--- src/rtl/instr_fetch.sv ---
// Instruction fetch unit: requests words from instruction memory and feeds the
// decoder through a 2-entry FIFO. Redirect flushes the buffer and restarts fetch.
//
//   state | meaning
//   START | out of reset, no request yet
//   FETCH | request outstanding at fetch_pc
//   FULL  | buffer holds two entries, request paused
module instr_fetch #(
  parameter logic [15:0] RESET_PC = 16'h0000
) (
  input  logic        clk,
  input  logic        rst_n,
  output logic        imem_req,
  output logic [15:0] imem_addr,
  input  logic        imem_ack,
  input  logic [15:0] imem_rdata,
  input  logic        redirect,
  input  logic [15:0] redirect_pc,
  output logic        instr_valid,
  input  logic        instr_ready,
  output logic [3:0]  opcode,
  output logic [11:0] operand,
  output logic [15:0] instr_pc
);

  typedef enum logic [1:0] {START, FETCH, FULL} state_t;

  state_t      state;
  logic [15:0] fetch_pc;
  logic [1:0]  count;
  logic [1:0]  count_nxt;
  logic        head;
  logic        tail;
  logic [31:0] buf_q [2];
  logic [31:0] head_entry;
  logic        ack_ok;
  logic        pop;

  // Redirect masks both the ack and the pop for the cycle it is asserted.
  assign ack_ok = imem_req & imem_ack & ~redirect;
  assign pop    = instr_valid & instr_ready & ~redirect;

  always_comb begin
    count_nxt = count;
    if (ack_ok && !pop)
      count_nxt = count + 2'd1;
    else if (pop && !ack_ok)
      count_nxt = count - 2'd1;
  end

  always_ff @(posedge clk or negedge rst_n) begin
    if (!rst_n) begin
      state    <= START;
      imem_req <= 1'b0;
      fetch_pc <= RESET_PC;
      count    <= 2'd0;
      head     <= 1'b0;
      tail     <= 1'b0;
    end else if (redirect) begin
      state    <= FETCH;
      imem_req <= 1'b1;
      fetch_pc <= redirect_pc;
      count    <= 2'd0;
      head     <= 1'b0;
      tail     <= 1'b0;
    end else begin
      if (ack_ok) begin
        tail     <= ~tail;
        fetch_pc <= fetch_pc + 16'd1;
      end
      if (pop)
        head <= ~head;
      count <= count_nxt;
      case (state)
        START: begin
          state    <= FETCH;
          imem_req <= 1'b1;
        end
        FETCH: begin
          if (count_nxt == 2'd2) begin
            state    <= FULL;
            imem_req <= 1'b0;
          end
        end
        FULL: begin
          if (count_nxt < 2'd2) begin
            state    <= FETCH;
            imem_req <= 1'b1;
          end
        end
        default: begin
          state    <= START;
          imem_req <= 1'b0;
        end
      endcase
    end
  end

  // Storage needs no reset: count gates every read of it.
  always_ff @(posedge clk) begin
    if (ack_ok)
      buf_q[tail] <= {imem_rdata, fetch_pc};
  end

  assign imem_addr   = fetch_pc;
  assign instr_valid = (count != 2'd0);
  assign head_entry  = buf_q[head];
  assign opcode      = instr_valid ? head_entry[31:28] : 4'h0;
  assign operand     = instr_valid ? head_entry[27:16] : 12'h000;
  assign instr_pc    = instr_valid ? head_entry[15:0]  : 16'h0000;

endmodule
--- config.mk ---
export PLATFORM = sky130hd
export DESIGN_NAME = instr_fetch
export DESIGN_NICKNAME = d
export VERILOG_FILES = /design/src/rtl/instr_fetch.sv
export SDC_FILE = /design/constraint.sdc
export NUM_CORES = 1
export LEC_CHECK = 0
export CORE_MARGIN = 5
export CORE_UTILIZATION = 50
export DETAILED_ROUTE_END_ITERATION = 12
export GPL_ROUTABILITY_DRIVEN = 0
export PLACE_DENSITY_LB_ADDON = 0.12
export RECOVER_POWER = 25
export SYNTH_ARGS = -nofsm -noshare
export SYNTH_HDL_FRONTEND = slang
export SYNTH_SLANG_ARGS = --single-unit
--- constraint.sdc ---
create_clock -name clk -period 4.1 [get_ports clk]
set_input_delay 0.615 -clock clk [delete_from_list [all_inputs] [get_ports clk]]
set_output_delay 0.615 -clock clk [all_outputs]
set_load 0.02 [all_outputs]
==> results.env <==
ROUTED_WL_MM=8.02
DIE_AREA_UM2=9230
FINAL_LAYOUT_SIZE_SUFFIX_GT1_FRAC=0.0688
DRTPASS1ITERATIONS=4
ANTENNA_FOUND_INITIAL=0
FINAL_MIN_PERIOD_OVER_CLOCK_PERIOD=0.723
HPWL_MM=5.50
SYNTH_TOP_FAMILY_BY_AREA='simple AND/OR/NAND/NOR gates'
CELLS_AFTER_SYNTHESIS=285
DESIGN_POWER_TOTAL_mW=2.64
TOTAL_LEAKAGE_POWER_nW=1.71
HOLD_PATH_CLASS='register to register'
CTS-ROOT-TO-SINK-BUFFERS=2
SYNTH-XOR-AREA-SHARE=0.0331
SLEW_LIMIT_HEADROOM=0.308
CTS_REPAIR_RESIZE_COUNT=0
R2R_SLACK_NS=2.05
YOSYS.AREA_SHARE.ADDER=0.00676
ROUTE.VIAS.TOTAL=2527
WORST_SKEW_PAIR.LATE_LATENCY_NS=0.35
RUN_STATUS='completed'
DESIGN.FINAL.NETS=412
SYN_AREA_UM2=3700
SYN_TO_FINAL_GROWTH_PCT=32.1
POST_CTS.REPAIR.SETUP_BUFFERS=0
TNS_NS=0
SYNTH-SEQ-AREA-SHARE=0.668
PORT_BUFFERS=86
SYNTH-ASYNC-RESET-RATIO=0.256
DIEHEIGHT_UM=96.1
MOST-COMMON-LAYOUT-CELLS='sky130_fd_sc_hd__clkdlybuf4s50_1 (74), sky130_fd_sc_hd__edfxtp_1 (64), sky130_fd_sc_hd__nor2_1 (42)'
POWER_PER_CELL_AREA_nW_PER_UM2=539
CTS_TREE='yes'
MAX_SLEW.WORST_PIN.SLEW_NS=1.03
CRIT_SLOWEST_CELL='sky130_fd_sc_hd__dfrtp_2'
CTS-HOLD-FIX-BUFFERS=0
SYNTH.DISTINCT_CELLS=39
CTS_INSERTED_BUFFERS=9
LAYOUT.AREA.SEQ_UM2=2470
ROW_COUNT=31
GRT_REMAINING_OVERFLOW=0
CRITICAL_PATH_CELL_SEQUENCE='mux2i_1 -> nor2_1 -> clkdlybuf4s50_1'
FLOORPLAN_CORE_AREA_UM2=7210
CAP_VIOL_MAX_COUNT=0
TIMING_HOLD_VIOLATIONS_FINAL=0
AVERAGE_DETAILED_ROUTED_WIRE_LENGTH_PER_INSTANCE_UM=16.8
DRT_DRC_VIOLATIONS_LEFT=0
DETAIL-ROUTE-ANTENNA-NETS=0
ANTENNA-DIODE-COUNT=0
SYNTH-COMPOUND-AREA-SHARE=0.0487
CLOCK.FMAX_MHz=337
NETLIST.TOP_CELL.BY_AREA='sky130_fd_sc_hd__edfxtp_1'
GR-USAGE-ALL-LAYERS=0.185
YOSYS.AREA_SHARE.SIMPLE=0.126
GRT_PASS1_VIAS=2551
NUMCLOCKSINKS=86
IOPINCOUNT=87
DRT-INITIAL-DRC-COUNT=167
FINALWORSTPATHREQUIREDPERIOD_NS=2.96
CP-START-KIND='register'
VIASPERCELL=5.30
FINAL-SETUP-VIOL-COUNT=0
WORST-SETUP-PATH-TYPE='register to output pin'
GRT_SETUP_UNREPAIRED='false'
H_TREE_LEVELS=3
WORST_SETUP_HOLD_PATH_CLK_SLEW_NS=0.09
LAYOUT.CELLS.MOST_COMMON='sky130_fd_sc_hd__clkdlybuf4s50_1'
POST_SYNTH_MUX_AREA_SHARE=0.0946
SYNTHESIS.YOSYS.WARNINGS=0
SYNTH.TOP_CELLS.BY_AREA='sky130_fd_sc_hd__edfxtp_1 (52%), sky130_fd_sc_hd__dfrtp_1 (15%), sky130_fd_sc_hd__mux2i_1 (9.5%)'
CLOCK-ROOT-BUFFER='sky130_fd_sc_hd__clkbuf_8'
SYN_AVG_CELL_AREA_UM2=13.0
IR_DROP_WORST_VDD_uV=270
CP-END-KIND='output pin'
MAXSLEWVIOLCOUNT=0
CRITPATHARRIVALTIME_NS=2.35
WORST_EP_REQUIRED_TIME_NS=3.48
NET_COUNT_AFTER_SYNTHESIS=324
FILL_CELLS=551
FLOORPLAN.INITIALDENSITY=0.513
GRT_START_MAX_NET_PINS=43
MULTI_INPUT_COMB_AREA_UM2=1150
DIEWIDTH_UM=96.1
SYNTH_TOP_FLOP_CELL='sky130_fd_sc_hd__edfxtp_1'
CRITICAL_PATH.MAX_STAGE_DELAY_NS=1.04
WORST_CLOCK_SKEW_NS=0.00781
CRITICAL_PATH.MAX_FANOUT=33
COUNT_OF_FLIP_FLOPS_WITH_A_BUILT_IN_ENABLE_AFTER_SYNTHESIS=64
PROPORTION_OF_NETLIST_AREA_HELD_BY_THE_LARGEST_AREA_CONTRIBUTOR=0.519
GRT_PASS1_WL_MM=12.6
YS_SEQ_ELEMENTS=86
[layout make-up]
cell class / instances / share of cell area
Sequential cell: 86 / 0.506
Clock buffer: 9 / 0.0253
Clock inverter: 7 / 0.0161
Multi-Input combinational cell: 178 / 0.236
Inverter: 7 / 0.00537
Tap cell: 99 / 0.0253
Timing Repair Buffer: 91 / 0.186
[cell usage after synthesis (3+ instances only)]
library cell               instances
sky130_fd_sc_hd__inv_1             7
sky130_fd_sc_hd__nand2_1          19
sky130_fd_sc_hd__nand4_1           4
sky130_fd_sc_hd__clkbuf_1          8
sky130_fd_sc_hd__mux2i_1          35
sky130_fd_sc_hd__a21oi_1           4
sky130_fd_sc_hd__nor4_1            4
sky130_fd_sc_hd__nor3_1            5
sky130_fd_sc_hd__xor2_1            7
sky130_fd_sc_hd__buf_2             5
sky130_fd_sc_hd__or3_1             3
sky130_fd_sc_hd__nor2_1           42
sky130_fd_sc_hd__xnor2_1           7
sky130_fd_sc_hd__dfrtp_1          22
sky130_fd_sc_hd__edfxtp_1         64
sky130_fd_sc_hd__nand3_1           9
sky130_fd_sc_hd__o21ai_0          13
[per-layer routing]
layer | wire (um) | up-vias | share of wire | GRT usage
met5 | 0 | - | 0 | 0
met4 | 104 | 0 | 0.013 | 0.0664
met3 | 428 | 10 | 0.053 | 0.0399
met2 | 4070 | 67 | 0.51 | 0.315
met1 | 3420 | 1231 | 0.43 | 0.233
li1 | - | 1219 | - | -
[cell families (layout without fill, tap and decap cells)]
logic type | Yosys count | in the layout
buf+inv | 21 | 114
compound gates | 29 | 29
simple gates | 98 | 98
fa+ha+maj | 2 | 2
flops | 86 | 86
xor+xnor | 14 | 14
mux | 35 | 35
[through the flow]
step,cell area (um^2),hold slack (ns),util,setup WS (ns),instances
floorplan,3700,0.319,-,0.206,285
global placement,4690,0.532,0.650,1.51,461
detailed placement,4690,0.537,0.650,1.42,461
CTS,4890,0.551,0.678,1.09,477
global route,4890,0.574,0.678,0.993,477
finish,4890,0.554,0.678,1.14,477
[where the power goes]
part	switching, mW	total [mW]	leakage, nW	internal [mW]
Combinational	0.467	0.888	0.754	0.421
Clock	0.312	0.601	0.105	0.289
Sequential	0.120	1.15	0.852	1.03
Total	0.898	2.64	1.71	1.74
[critical path: cells and delay by family (launching register included)]
| family | cells | cell delay [ns] |
|---|---|---|
| flops | 1 | 1.04 |
| buf+inv | 1 | 0.63 |
| simple gates | 1 | 0.16 |
| mux | 1 | 0.16 |
[flip-flops by register name, summed over array words and instances (netlist names)]
signal,flops
tail,1
buf_q,64
head,1
state,2
imem_addr,16
count,2
[path summary, 6_finish.rpt]
kind	startpoint	endpoint	cells after the start
max in group asynchronous	rst_n	head	1
min reg2reg	imem_addr[15]	buf_q[1][15]	0
min	imem_addr[15]	buf_q[1][15]	0
max	head	instr_pc[13]	3
min in group asynchronous	rst_n	imem_addr[7]	1
max reg2reg	state[0]	buf_q[0][15]	3
Power figures use the tool's default switching activity.
